===== src/rtl/ac_motor_sine_3ph_pkg.sv =====
// Shared widths, phase offsets and quarter-wave sine contents for the
// three-phase sine reference generator.
package ac_motor_sine_3ph_pkg;

  localparam int PHASE_W   = 20;
  localparam int ADDR_W    = 10;
  localparam int SINE_W    = 12;
  localparam int AMP_W     = 12;
  localparam int FREQ_W    = 12;
  localparam int OUT_W     = SINE_W + AMP_W;
  localparam int QTR_AW    = ADDR_W - 2;
  localparam int QTR_DEPTH = 1 << QTR_AW;
  localparam int MAG_W     = SINE_W - 1;
  localparam int NUM_PH    = 3;

  localparam logic [ADDR_W-1:0] OFFS_120  = ADDR_W'(341);
  localparam logic [ADDR_W-1:0] OFFS_240  = ADDR_W'(683);
  localparam logic [MAG_W-1:0]  SINE_PEAK = MAG_W'(2047);

  typedef enum logic [1:0] {
    DIR_HOLD,
    DIR_CW,
    DIR_CCW,
    DIR_LOCK
  } dir_e;

  // Fixed-point Taylor series used only at elaboration to fill the table:
  // entry k = round(2047 * sin(k * pi / 512)), k in 0..255.
  localparam int     FRAC_W   = 30;
  localparam longint PI_Q     = 64'sd3373259426;
  localparam int     TAYLOR_N = 8;

  function automatic logic [MAG_W-1:0] quarter_sine(input int k);
    longint x;
    longint x2;
    longint term;
    longint acc;
    x    = (longint'(k) * PI_Q) >>> (ADDR_W - 1);
    x2   = (x * x) >>> FRAC_W;
    term = x;
    acc  = x;
    for (int n = 1; n <= TAYLOR_N; n++) begin
      term = -((term * x2) >>> FRAC_W) / longint'((2 * n) * (2 * n + 1));
      acc  = acc + term;
    end
    return MAG_W'((acc * longint'(SINE_PEAK) + (longint'(1) <<< (FRAC_W - 1))) >>> FRAC_W);
  endfunction

endpackage


===== src/rtl/ac_motor_sine_3ph_sine_quarter_lut.sv =====
// Full-period sine lookup built from a 256-entry quarter-wave table with
// quadrant mirroring/negation; the sample is registered.
module ac_motor_sine_3ph_sine_quarter_lut
  import ac_motor_sine_3ph_pkg::*;
(
  input  logic              clk,
  input  logic              reset_n,
  input  logic [ADDR_W-1:0] addr_i,
  output logic [SINE_W-1:0] sample_o
);

  // NOTE: the table is a constant ROM, so it has no reset; only the sample
  // register that follows it is cleared.
  logic [MAG_W-1:0] rom [QTR_DEPTH];

  for (genvar k = 0; k < QTR_DEPTH; k++) begin : g_rom
    localparam logic [MAG_W-1:0] ENTRY = quarter_sine(k);
    assign rom[k] = ENTRY;
  end

  logic [1:0]          quadrant;
  logic [QTR_AW-1:0]   offset;
  logic [QTR_AW:0]     mirror_idx;
  logic [MAG_W-1:0]    magnitude;
  logic [SINE_W-1:0]   sample_d;
  logic [SINE_W-1:0]   sample_q;

  assign quadrant = addr_i[ADDR_W-1 -: 2];
  assign offset   = addr_i[QTR_AW-1:0];

  // NOTE: every signal driven here gets a value on every path before any
  // condition, so no latch can be inferred.
  always_comb begin
    mirror_idx = {1'b0, offset};
    if (quadrant[0]) begin
      mirror_idx = (QTR_AW + 1)'(QTR_DEPTH) - {1'b0, offset};
    end
    // Index 256 (the crest of quadrants 1 and 3) lies just past the table.
    if (mirror_idx[QTR_AW]) begin
      magnitude = SINE_PEAK;
    end else begin
      magnitude = rom[mirror_idx[QTR_AW-1:0]];
    end
    sample_d = {1'b0, magnitude};
    if (quadrant[1]) begin
      sample_d = -{1'b0, magnitude};
    end
  end

  // NOTE: state registers use non-blocking assignments so every flop samples
  // its inputs as they were before the edge.
  always_ff @(posedge clk or negedge reset_n) begin
    if (!reset_n) begin
      sample_q <= '0;
    end else begin
      sample_q <= sample_d;
    end
  end

  assign sample_o = sample_q;

endmodule


===== src/rtl/ac_motor_sine_3ph.sv =====
// Three-phase sine reference generator: phase accumulator with direction and
// lock control, three 120-degree spaced lookups, signed amplitude scaling.
module ac_motor_sine_3ph
  import ac_motor_sine_3ph_pkg::*;
(
  input  logic              clk,
  input  logic              reset_n,
  input  logic [FREQ_W-1:0] frequency,
  input  logic [AMP_W-1:0]  amplitude,
  input  logic              cw,
  input  logic              ccw,
  input  logic              lock,
  output logic [OUT_W-1:0]  sine1,
  output logic [OUT_W-1:0]  sine2,
  output logic [OUT_W-1:0]  sine3
);

  dir_e                dir;
  logic [PHASE_W-1:0]  phase_d;
  logic [PHASE_W-1:0]  phase_q;
  logic [ADDR_W-1:0]   addr [NUM_PH];
  logic [SINE_W-1:0]   sample [NUM_PH];
  logic signed [OUT_W-1:0] prod_d [NUM_PH];
  logic signed [OUT_W-1:0] prod_q [NUM_PH];

  always_comb begin
    dir = DIR_HOLD;
    if (lock) begin
      dir = DIR_LOCK;
    end else if (cw && !ccw) begin
      dir = DIR_CW;
    end else if (!cw && ccw) begin
      dir = DIR_CCW;
    end
  end

  always_comb begin
    phase_d = phase_q;
    unique case (dir)
      DIR_LOCK: phase_d = '0;
      DIR_CW:   phase_d = phase_q + PHASE_W'(frequency);
      DIR_CCW:  phase_d = phase_q - PHASE_W'(frequency);
      DIR_HOLD: phase_d = phase_q;
    endcase
  end

  always_ff @(posedge clk or negedge reset_n) begin
    if (!reset_n) begin
      phase_q <= '0;
    end else begin
      phase_q <= phase_d;
    end
  end

  assign addr[0] = phase_q[PHASE_W-1 -: ADDR_W];
  assign addr[1] = addr[0] + OFFS_120;
  assign addr[2] = addr[0] + OFFS_240;

  for (genvar k = 0; k < NUM_PH; k++) begin : g_phase
    ac_motor_sine_3ph_sine_quarter_lut u_lut (
      .clk      (clk),
      .reset_n  (reset_n),
      .addr_i   (addr[k]),
      .sample_o (sample[k])
    );
  end

  // Operands are sign-extended to the full product width first; the
  // worst case -2047 * -2048 still fits, so nothing is truncated.
  always_comb begin
    for (int k = 0; k < NUM_PH; k++) begin
      prod_d[k] = OUT_W'($signed(sample[k])) * OUT_W'($signed(amplitude));
    end
  end

  always_ff @(posedge clk or negedge reset_n) begin
    if (!reset_n) begin
      for (int k = 0; k < NUM_PH; k++) begin
        prod_q[k] <= '0;
      end
    end else begin
      for (int k = 0; k < NUM_PH; k++) begin
        prod_q[k] <= prod_d[k];
      end
    end
  end

  assign sine1 = prod_q[0];
  assign sine2 = prod_q[1];
  assign sine3 = prod_q[2];

endmodule


===== config.mk =====
export PLATFORM = sky130hd
export DESIGN_NAME = ac_motor_sine_3ph
export DESIGN_NICKNAME = d
export VERILOG_FILES = /design/src/rtl/ac_motor_sine_3ph_pkg.sv /design/src/rtl/ac_motor_sine_3ph_sine_quarter_lut.sv /design/src/rtl/ac_motor_sine_3ph.sv
export SDC_FILE = /design/constraint.sdc
export NUM_CORES = 2
export LEC_CHECK = 0
export ABC_CLOCK_PERIOD_IN_PS = 8200
export CORE_UTILIZATION = 55
export DETAILED_ROUTE_END_ITERATION = 6
export GPL_ROUTABILITY_DRIVEN = 0
export HOLD_SLACK_MARGIN = 0.05
export PLACE_DENSITY = 0.82
export SYNTH_ARGS = -nofsm -noshare
export SYNTH_HDL_FRONTEND = slang
export SYNTH_SLANG_ARGS = --single-unit

===== constraint.sdc =====
create_clock -name clk -period 8.2 [get_ports clk]
set_input_delay 1.23 -clock clk [delete_from_list [all_inputs] [get_ports clk]]
set_output_delay 1.23 -clock clk [all_outputs]
set_load 0.02 [all_outputs]

==> summary.txt <==
vias in the first global route: 29600
type of the worst setup path: in -> reg
Post-CTS Hold Buffers: 0
crit start category: primary input
most common cell after layout, fill and taps aside: inv_1
initial antenna violation count: 2
IO Port Bufs: 100
CTS tree: done
Via-to-Cell Ratio: 6.49
fmax: 138 MHz
yosys warns: 0
clk sinks: 128
Routed Antenna Nets: 0
Synth Flop Type: dfrtp_1
DR pass1 iterations: 7
Critical-path top delay cell: clkdlybuf4s50_1
top-area cell type share of the netlist area: 26.1%
total grt overflow: 0
Mean Syn Cell Area: 8.07 µm²
DRT iter0 DRCs: 4660
Starting Density: 56.0%
Core ar.: 56800 µm²
Hold Violations, Final: 0
total CTS buffers: 17
pin count of the biggest net entering global routing: 71
failing checks: design-rule violations
cells after synthesis: 3947
final net count: 4547
Chip Width: 243 µm
leading cell types in the layout, fill and taps excluded: 531 x inv_1, 453 x nand2_1, 415 x fa_1, 251 x nor2_1, 215 x ha_1
Site Rows: 87
crit share post-route: 88.4%
Max Slew Vio Count: 0
Async SR Flop Fraction: 100%
Slew headroom: 11.4%
skew final: 0.0153 ns
Worst Tran Pin Value: 1.32 ns
leading area contributor after synthesis: fa_1
min cycle time layout: 7.25 ns
hpwl dp: 68100 µm
overall routing resource usage: 31.9%
clk buf depth: 2
crit path DAT: 7.67 ns
CP Cell Sequence: clkdlybuf4s50_1 > buf_4 > nand2_1 > fa_1 > inv_1 > ha_1 > fa_1 > inv_1 > fa_1 > fa_1 > inv_1 > ha_1 > nor2b_1 > o21ai_0 > a21boi_0 > o21ai_0 > a21boi_0 > o21ai_0 > a21oi_1 > o311a_1 > o21a_1 > o21ai_0 > nor2b_1 > xnor2_1
Syn-to-layout area delta: 6.96%
Mapped Nets: 4606
largest stage delay on the critical path: 0.83 ns
status: finished, violations left
DR DRC count: 91
Worst setup EP type: flop
Yosys cell types: 111
post-synthesis register bit count: 128
clk root buf: clkbuf_16
Post-Synthesis Cell Area: 31800 µm²
setup TNS: 0 ns
EDFF count, synth: 0
CP max FO: 16
clock insertion delay at the later pin of the skew report: 0.49 ns
clk slew on worst S/H paths: 0.07 ns
max-cap violations: 0
CTS resizes: 0
WP data required: 8.62 ns
die height: 243 µm
layout cells sized above 1: 6.02%
via count: 30200
wire per inst: 20.0 µm
Post-CTS Repair Setup Buffers: 0
register area share after synthesis: 10.1%
unrepaired setup endpoints after global routing: no
top cells by area, synth: fa_1 26%, dfrtp_1 10%, ha_1 8.4%, inv_1 6.3%, nand2_1 5.3%
Setup Viol. Count Final: 0
H-tree Lvls: 4
Die ar.: 58900 µm²
Routed WL: 93100 µm
first-pass GRT wire length: 152000 µm
Ports: 101
path category of the worst min-delay check: reg -> reg
stage by stage:
| step | std cells | cell area [µm²] | utilization, % | setup WS, ns | hold WS (ns) |
|---|---|---|---|---|---|
| finish | 4658 | 34100 | 59.9 | 0.951 | 0.476 |
| global route | 4658 | 34100 | 59.9 | 0.606 | 0.497 |
| CTS | 4657 | 34100 | 59.9 | 1.02 | 0.480 |
| detailed placement | 4625 | 33400 | 58.8 | 0.544 | 0.466 |
| global placement | 4625 | 33400 | 58.8 | 0.624 | 0.460 |
| floorplan | 3947 | 31800 | - | 1.62 | 0.449 |
sequential cells by signal (all words and copies together), names as in the netlist:
| signal | count |
|---|---|
| sine1 | 24 |
| g_phase.u_lut.sample_o | 36 |
| phase_q | 20 |
| sine3 | 24 |
| sine2 | 24 |
synth_stat cells (18+ instances only):
cell type  instances
nand2_1          453
buf_1             27
mux2i_1           19
a311oi_1          23
nand3_1           86
a21oi_1          164
a211oi_1          54
fa_1             415
buf_2             73
xor2_1            26
clkbuf_1         169
o21a_1            18
o21ai_0          176
xnor2_1          125
a211o_1           21
and3_1            26
nor3_1            95
o22ai_1           28
nand2b_1          25
and2_1           153
inv_1            531
dfrtp_1          128
a21o_1            30
o221ai_1          23
a221oi_1          25
nor2b_1           21
o211ai_1          68
o311ai_0          21
nor2_1           254
a2111oi_0         18
o2111ai_1         18
ha_1             215
a31oi_1           44
o31ai_1           32
kinds of logic after synthesis:
kind of cell | count (synthesis) | share of synthesized area, %
simple gates | 1222 | 18.1
compound gates | 952 | 21.1
mux | 34 | 1.52
xor+xnor | 157 | 4.52
buf+inv | 824 | 10.2
fa+ha+maj | 630 | 34.5
flops | 128 | 10.1
critical path: cells and delay by family:
family          cells  cell delay, ns
fa+ha+maj           6            2.24
buf+inv             5            1.39
simple gates        3            0.46
xor+xnor            1            0.13
compound gates      9            2.23
per-layer routing:
layer  wire length (µm)  track usage [%]
met3              10800             8.24
met1              34600             40.6
met2              42200             50.2
met5                 17                0
met4               5450             15.9
layout make-up:
class | count | area (µm²)
Tap cell | 756 | 946
Antenna cell | 1 | 2.50
Inverter | 544 | 2040
Clock buffer | 17 | 425
Clock inverter | 15 | 218
Sequential cell | 128 | 3200
Timing Repair Buffer | 202 | 1780
Fill cell | 4869 | 22800
Multi-Input combinational cell | 2995 | 25400
worst paths after layout:
path | startpoint | endpoint | slack (ns) | depth (start not counted)
setup / recovery | amplitude[3] | sine1[21] | 0.95 | 24
hold / removal | phase_q[0] | phase_q[0] | 0.48 | 2
setup reg to reg | phase_q[11] | g_phase[1].u_lut.sample_o[8] | 1.81 | 19
hold reg to reg | phase_q[0] | phase_q[0] | 0.48 | 2
max in group asynchronous | reset_n | g_phase[1].u_lut.sample_o[10] | 6.19 | 2
min in group asynchronous | reset_n | sine3[19] | 0.70 | 1
Power is left out: the tool's default activity adds up to more than one toggle a clock period on the data nets, which glitch-free logic cannot reach.
